--- src/rtl/ddr_deser_pkg.sv ---
// Shared types and constants for the DDR deserializer/aligner (ddr_deser_align and ddr_sync_match).
package ddr_deser_pkg;

  typedef enum logic {
    SEARCH = 1'b0,
    LOCKED = 1'b1
  } state_t;

  localparam int               W_DEF    = 10;
  localparam logic [W_DEF-1:0] SYNC_DEF = 10'b0011111010;
  localparam int               HALF     = W_DEF / 2;

  // Counter width able to hold 0..n-1, never narrower than one bit.
  function automatic int cnt_width(input int n);
    return (n <= 1) ? 1 : $clog2(n);
  endfunction

endpackage

--- src/rtl/ddr_sync_match.sv ---
// Compares both bit-phase windows of the DDR history against the alignment word.
module ddr_sync_match #(
  parameter int W = 10
) (
  input  logic [W:0]   h_i,
  input  logic [W-1:0] sync_i,
  output logic         match_a_o,
  output logic         match_b_o
);

  assign match_a_o = (h_i[W-1:0] == sync_i);
  assign match_b_o = (h_i[W:1]   == sync_i);

endmodule

--- src/rtl/ddr_deser_align.sv ---
// Rebuilds W-bit words from a 2-bit-per-clock DDR stream, locking on SYNC at either bit phase.
// Optional macro DDR_DESER_LOSS_DET_EN: drop lock after LOSS_WORDS consecutive non-SYNC words.
module ddr_deser_align
  import ddr_deser_pkg::*;
#(
  parameter int          W          = W_DEF,
  parameter logic [W-1:0] SYNC      = SYNC_DEF,
  parameter int          LOSS_WORDS = 64
) (
  input  logic         c,
  input  logic         rst_n,
  input  logic [1:0]   d,
  input  logic         realign,
  output logic [W-1:0] o,
  output logic         ov,
  output logic         locked,
  output logic         sync_det
);

  localparam int HW = W / 2;
  localparam int CW = cnt_width(HW);

  if ((W % 2) != 0 || W < 4 || W > 32 || LOSS_WORDS < 1) begin : g_param_check
    $error("ddr_deser_align: W must be even in 4..32 and LOSS_WORDS >= 1");
  end

  state_t         state_q, state_d;
  logic [W:0]     h_q, h_d;
  logic [CW-1:0]  cnt_q, cnt_d;
  logic           phase_q, phase_d;
  logic [W-1:0]   o_q, o_d;
  logic           ov_q, ov_d;
  logic           locked_q, locked_d;
  logic           sync_det_q, sync_det_d;
  logic           match_a, match_b;
  logic [W-1:0]   word;
  logic           word_end;

`ifdef DDR_DESER_LOSS_DET_EN
  localparam int MW = cnt_width(LOSS_WORDS);
  logic [MW-1:0]  miss_q, miss_d;
`endif

  ddr_sync_match #(.W(W)) u_match (
    .h_i       (h_q),
    .sync_i    (SYNC),
    .match_a_o (match_a),
    .match_b_o (match_b)
  );

  assign word     = phase_q ? h_q[W:1] : h_q[W-1:0];
  assign word_end = (cnt_q == CW'(HW - 1));

  always_comb begin
    h_d        = {h_q[W-2:0], d[0], d[1]};
    state_d    = state_q;
    cnt_d      = cnt_q;
    phase_d    = phase_q;
    o_d        = o_q;
    ov_d       = 1'b0;
    sync_det_d = 1'b0;
`ifdef DDR_DESER_LOSS_DET_EN
    miss_d     = miss_q;
`endif
    if (realign) begin
      state_d = SEARCH;
      cnt_d   = '0;
    end else begin
      case (state_q)
        SEARCH: begin
          // Window A takes precedence when both phases see SYNC.
          if (match_a || match_b) begin
            state_d = LOCKED;
            cnt_d   = '0;
            phase_d = ~match_a;
`ifdef DDR_DESER_LOSS_DET_EN
            miss_d  = '0;
`endif
          end
        end
        LOCKED: begin
          cnt_d = word_end ? '0 : cnt_q + 1'b1;
          if (word_end) begin
            o_d        = word;
            ov_d       = 1'b1;
            sync_det_d = (word == SYNC);
`ifdef DDR_DESER_LOSS_DET_EN
            if (word == SYNC) begin
              miss_d = '0;
            end else if (miss_q == MW'(LOSS_WORDS - 1)) begin
              state_d = SEARCH;
              miss_d  = '0;
            end else begin
              miss_d = miss_q + 1'b1;
            end
`endif
          end
        end
        default: state_d = SEARCH;
      endcase
    end
    locked_d = (state_d == LOCKED);
  end

  always_ff @(posedge c) begin
    if (!rst_n) begin
      state_q    <= SEARCH;
      h_q        <= '0;
      cnt_q      <= '0;
      phase_q    <= 1'b0;
      o_q        <= '0;
      ov_q       <= 1'b0;
      locked_q   <= 1'b0;
      sync_det_q <= 1'b0;
    end else begin
      state_q    <= state_d;
      h_q        <= h_d;
      cnt_q      <= cnt_d;
      phase_q    <= phase_d;
      o_q        <= o_d;
      ov_q       <= ov_d;
      locked_q   <= locked_d;
      sync_det_q <= sync_det_d;
    end
  end

`ifdef DDR_DESER_LOSS_DET_EN
  always_ff @(posedge c) begin
    if (!rst_n) miss_q <= '0;
    else        miss_q <= miss_d;
  end
`endif

  assign o        = o_q;
  assign ov       = ov_q;
  assign locked   = locked_q;
  assign sync_det = sync_det_q;

endmodule

--- config.mk ---
export PLATFORM = sky130hd
export DESIGN_NAME = ddr_deser_align
export DESIGN_NICKNAME = d
export VERILOG_FILES = /design/src/rtl/ddr_deser_pkg.sv /design/src/rtl/ddr_sync_match.sv /design/src/rtl/ddr_deser_align.sv
export SDC_FILE = /design/constraint.sdc
export NUM_CORES = 1
export LEC_CHECK = 0
export CAP_MARGIN = 40
export CORE_UTILIZATION = 40
export DETAILED_ROUTE_END_ITERATION = 8
export PLACE_DENSITY = 0.62
export SYNTH_ARGS = -nofsm -noshare
export SYNTH_HDL_FRONTEND = slang
export SYNTH_SLANG_ARGS = --single-unit
--- constraint.sdc ---
create_clock -name c -period 1.2 [get_ports c]
set_input_delay 0.24 -clock c [delete_from_list [all_inputs] [get_ports c]]
set_output_delay 0.24 -clock c [all_outputs]
set_load 0.01 [all_outputs]
==> out/metrics.yaml <==
clock_network:
  holdBufCountCts: 0
  cts_root_buf: "clkbuf_4"
  cts_tree: "yes"
  clk_latency_ns: 0.33
  cts.reportedPaths.clkPinSlew_ns: 0.16
  clock_sinks: 28
  htreeDepth: 1
  cts_made_buffers: 3
  clock_path_buffers: 2
critical_path:
  cp_max_fo: 8
  cp.arrival_ns: 1.68
  rr_worst_depth: 8
  ff2ff_setup_slack_ns: -0.21
  start_kind: "flip-flop"
  end_kind: "flip-flop"
  required_ns: 1.47
  r2r-end: "o[4]"
  reg2reg_from: "cnt_q[0]"
  path_class: "reg -> reg"
synthesis:
  yosysTopAreaCell: "dfxtp_1"
  synth.top_cell.area_share_pct: 48.43
  synth.distinct_cells: 31
  ys_seq_area_share_pct: 48.43
  yosysMostFrequentCell: "dfxtp_1"
  yosys-top-cells-area: "dfxtp_1 (48%), mux2i_1 (9.5%), a211oi_2 (8.6%)"
  syn_area_mm2: 0.001157
  syn_inst: 109
  synth-edff-count: 0
  yosys_warnings: 0
  synth_top_cells_by_count: "dfxtp_1 (28), nor2_1 (13), and2_1 (11), mux2i_1 (11), a211oi_2 (8)"
  synth.avg_cell_area_um2: 10.62
  syn_nets: 116
  synth_ff_type: "dfxtp_1"
  async_reset_ff_share_pct: 0
  synth_seq_cells: 28
timing:
  layout_setup_ws_ns: -0.2091
  timing.fmax_mhz: 709.7
  whs_ns: 0.4683
  rsz0062_at_grt: "yes"
  fin_crit_sh_pct: 117.4
  finalSetupViolations: 13
  final_hold_viol_count: 0
  clock_skew_ns: 0.006379
  worst_pin_slew_ns: 0.3357
  drv_slew: 0
  min_period_ns: 1.409
  slew-limit-headroom_pct: 77.41
global_route:
  grt.overflow.total: 0
  grt_pass1_vias: 996
  grt_max_degree: 17
  grt_pass1_wl_mm: 4.519
  antenna_found_initial: 0
  grt_use_total_pct: 18.76
drt:
  drc: 0
  dr.pass1.iters: 4
  routed_via_density: 5.170
  drtIter0Drc: 17
  wirelength_mm: 2.934
  wire_per_inst_um: 14.67
  ant_nets: 0
  vias: 1034
final_layout:
  stdcell_count: 200
  finish.utilization_pct: 68.42
  final_layout_size_suffix_gt1_share_pct: 67.46
  diodes: 0
  final_nets: 177
  syn2layout_area_growth_pct: 63.03
  final_cell_area_mm2: 0.001887
pwr:
  leakagePower_nw: 0.7413
  peakVddDrop_mv: 0.8258
  power_density_mw_per_mm2: 887.7
die:
  ios: 18
  fp.dieW_um: 55.79
  dieHeight_um: 55.79
  rows: 19
  die_area_mm2: 0.003113
  start_util_pct: 41.97
  coreArea_mm2: 0.002758
worst_hold_path:
  min-delay-start: "d[1]"
  whs_path_depth: 2
  worstHoldPathType: "in -> reg"
  hold_path_end: "h_q[0]"
place:
  globalplace.congestion: 0.8148
  dp_cells: 177
  numPortBuffers: 17
  post-place-ws_ns: -0.2965
  place_area_mm2: 0.001598
  dp_hpwl_mm: 1.757
outcome:
  violations: "negative setup slack"
  status: "finished, violations left"
job:
  drv_cap: 0
metal layers:
metal | share of wire, % | GRT usage (%) | vias to the layer above
met4 | 1.2 | 5.714 | 0
met2 | 51 | 30.81 | 17
li1 | - | - | 509
met5 | 0 | 0 | -
met3 | 2.7 | 3.023 | 4
met1 | 45 | 25.41 | 504
flip-flops by register name, indices dropped and copies added, names as in the netlist:
name / count
o: 10
cnt_q: 3
locked: 1
phase_q: 1
ov: 1
h_q: 11
sync_det: 1
power by group:
group	total, mW	switching, mW	internal [mW]
sequential	0.951	0.0114	0.939
clock	0.626	0.288	0.338
combinational	0.0976	0.0452	0.0523
total	1.67	0.345	1.33
cell families after synthesis:
logic type | count (synthesis) | synth area share, %
AND/OR/NAND/NOR | 38 | 18.60
flip-flops | 28 | 48.43
AO/OA/AOI/OAI | 21 | 16.97
multiplexers | 11 | 9.514
buffers and inverters | 9 | 4.324
adder cells (fa/ha/maj) | 2 | 2.162
cell type report:
cell class,instances,area (um2)
clock buffer,3,22.52
clock inverter,1,30.03
fill,210,870.8
inverter,4,15.01
multi-input combinational,72,685.7
sequential,28,589.3
tap,31,38.79
timing repair buffer,61,505.5
stage by stage:
stage | total power, mW | TNS (ns)
after floorplan | 0.9975 | 0
after global placement | 1.053 | -3.079
after detailed placement | 1.055 | -3.755
after CTS | 1.675 | -1.882
after global routing | 1.737 | -2.603
final | 1.675 | -1.759
layout by cell type, fill, tap and decap left out, types with 4 or more instances in the layout:
cell,Yosys,layout
buf_4,0,36
dfxtp_2,0,20
and2_1,11,11
mux2i_1,11,11
clkbuf_2,0,10
a211oi_2,8,9
nor2_2,1,7
dfxtp_1,28,7
buf_6,2,5
nor2_1,13,4
clkdlybuf4s50_1,0,4
worst max-delay path: stages, from the launching register on:
cell	delay (ns)
dfxtp_2	0.35
inv_2	0.07
ha_4	0.15
nand2_4	0.05
nor3_4	0.23
buf_6	0.14
buf_12	0.14
nor2_4	0.04
a211oi_2	0.17
worst max path at each step:
stage	startpoint	endpoint	slack, ns	cells after the start
after floorplan	cnt_q[1]	o[1]	0.005	7
after global placement	realign	o[7]	-0.23	5
after detailed placement	realign	o[7]	-0.30	5
after CTS	cnt_q[1]	o[3]	-0.21	8
after global routing	cnt_q[0]	o[5]	-0.27	8
final	cnt_q[0]	o[4]	-0.21	8
what timing repair did:
item | CTS | global route
cloned | 1 | 0
resized for setup | 38 | 39
pin swaps | 2 | 11
setup buffers | 11 | 9
setup endpoints to repair | 28 | 28
No activity file was read; power rests on OpenSTA's default activity.
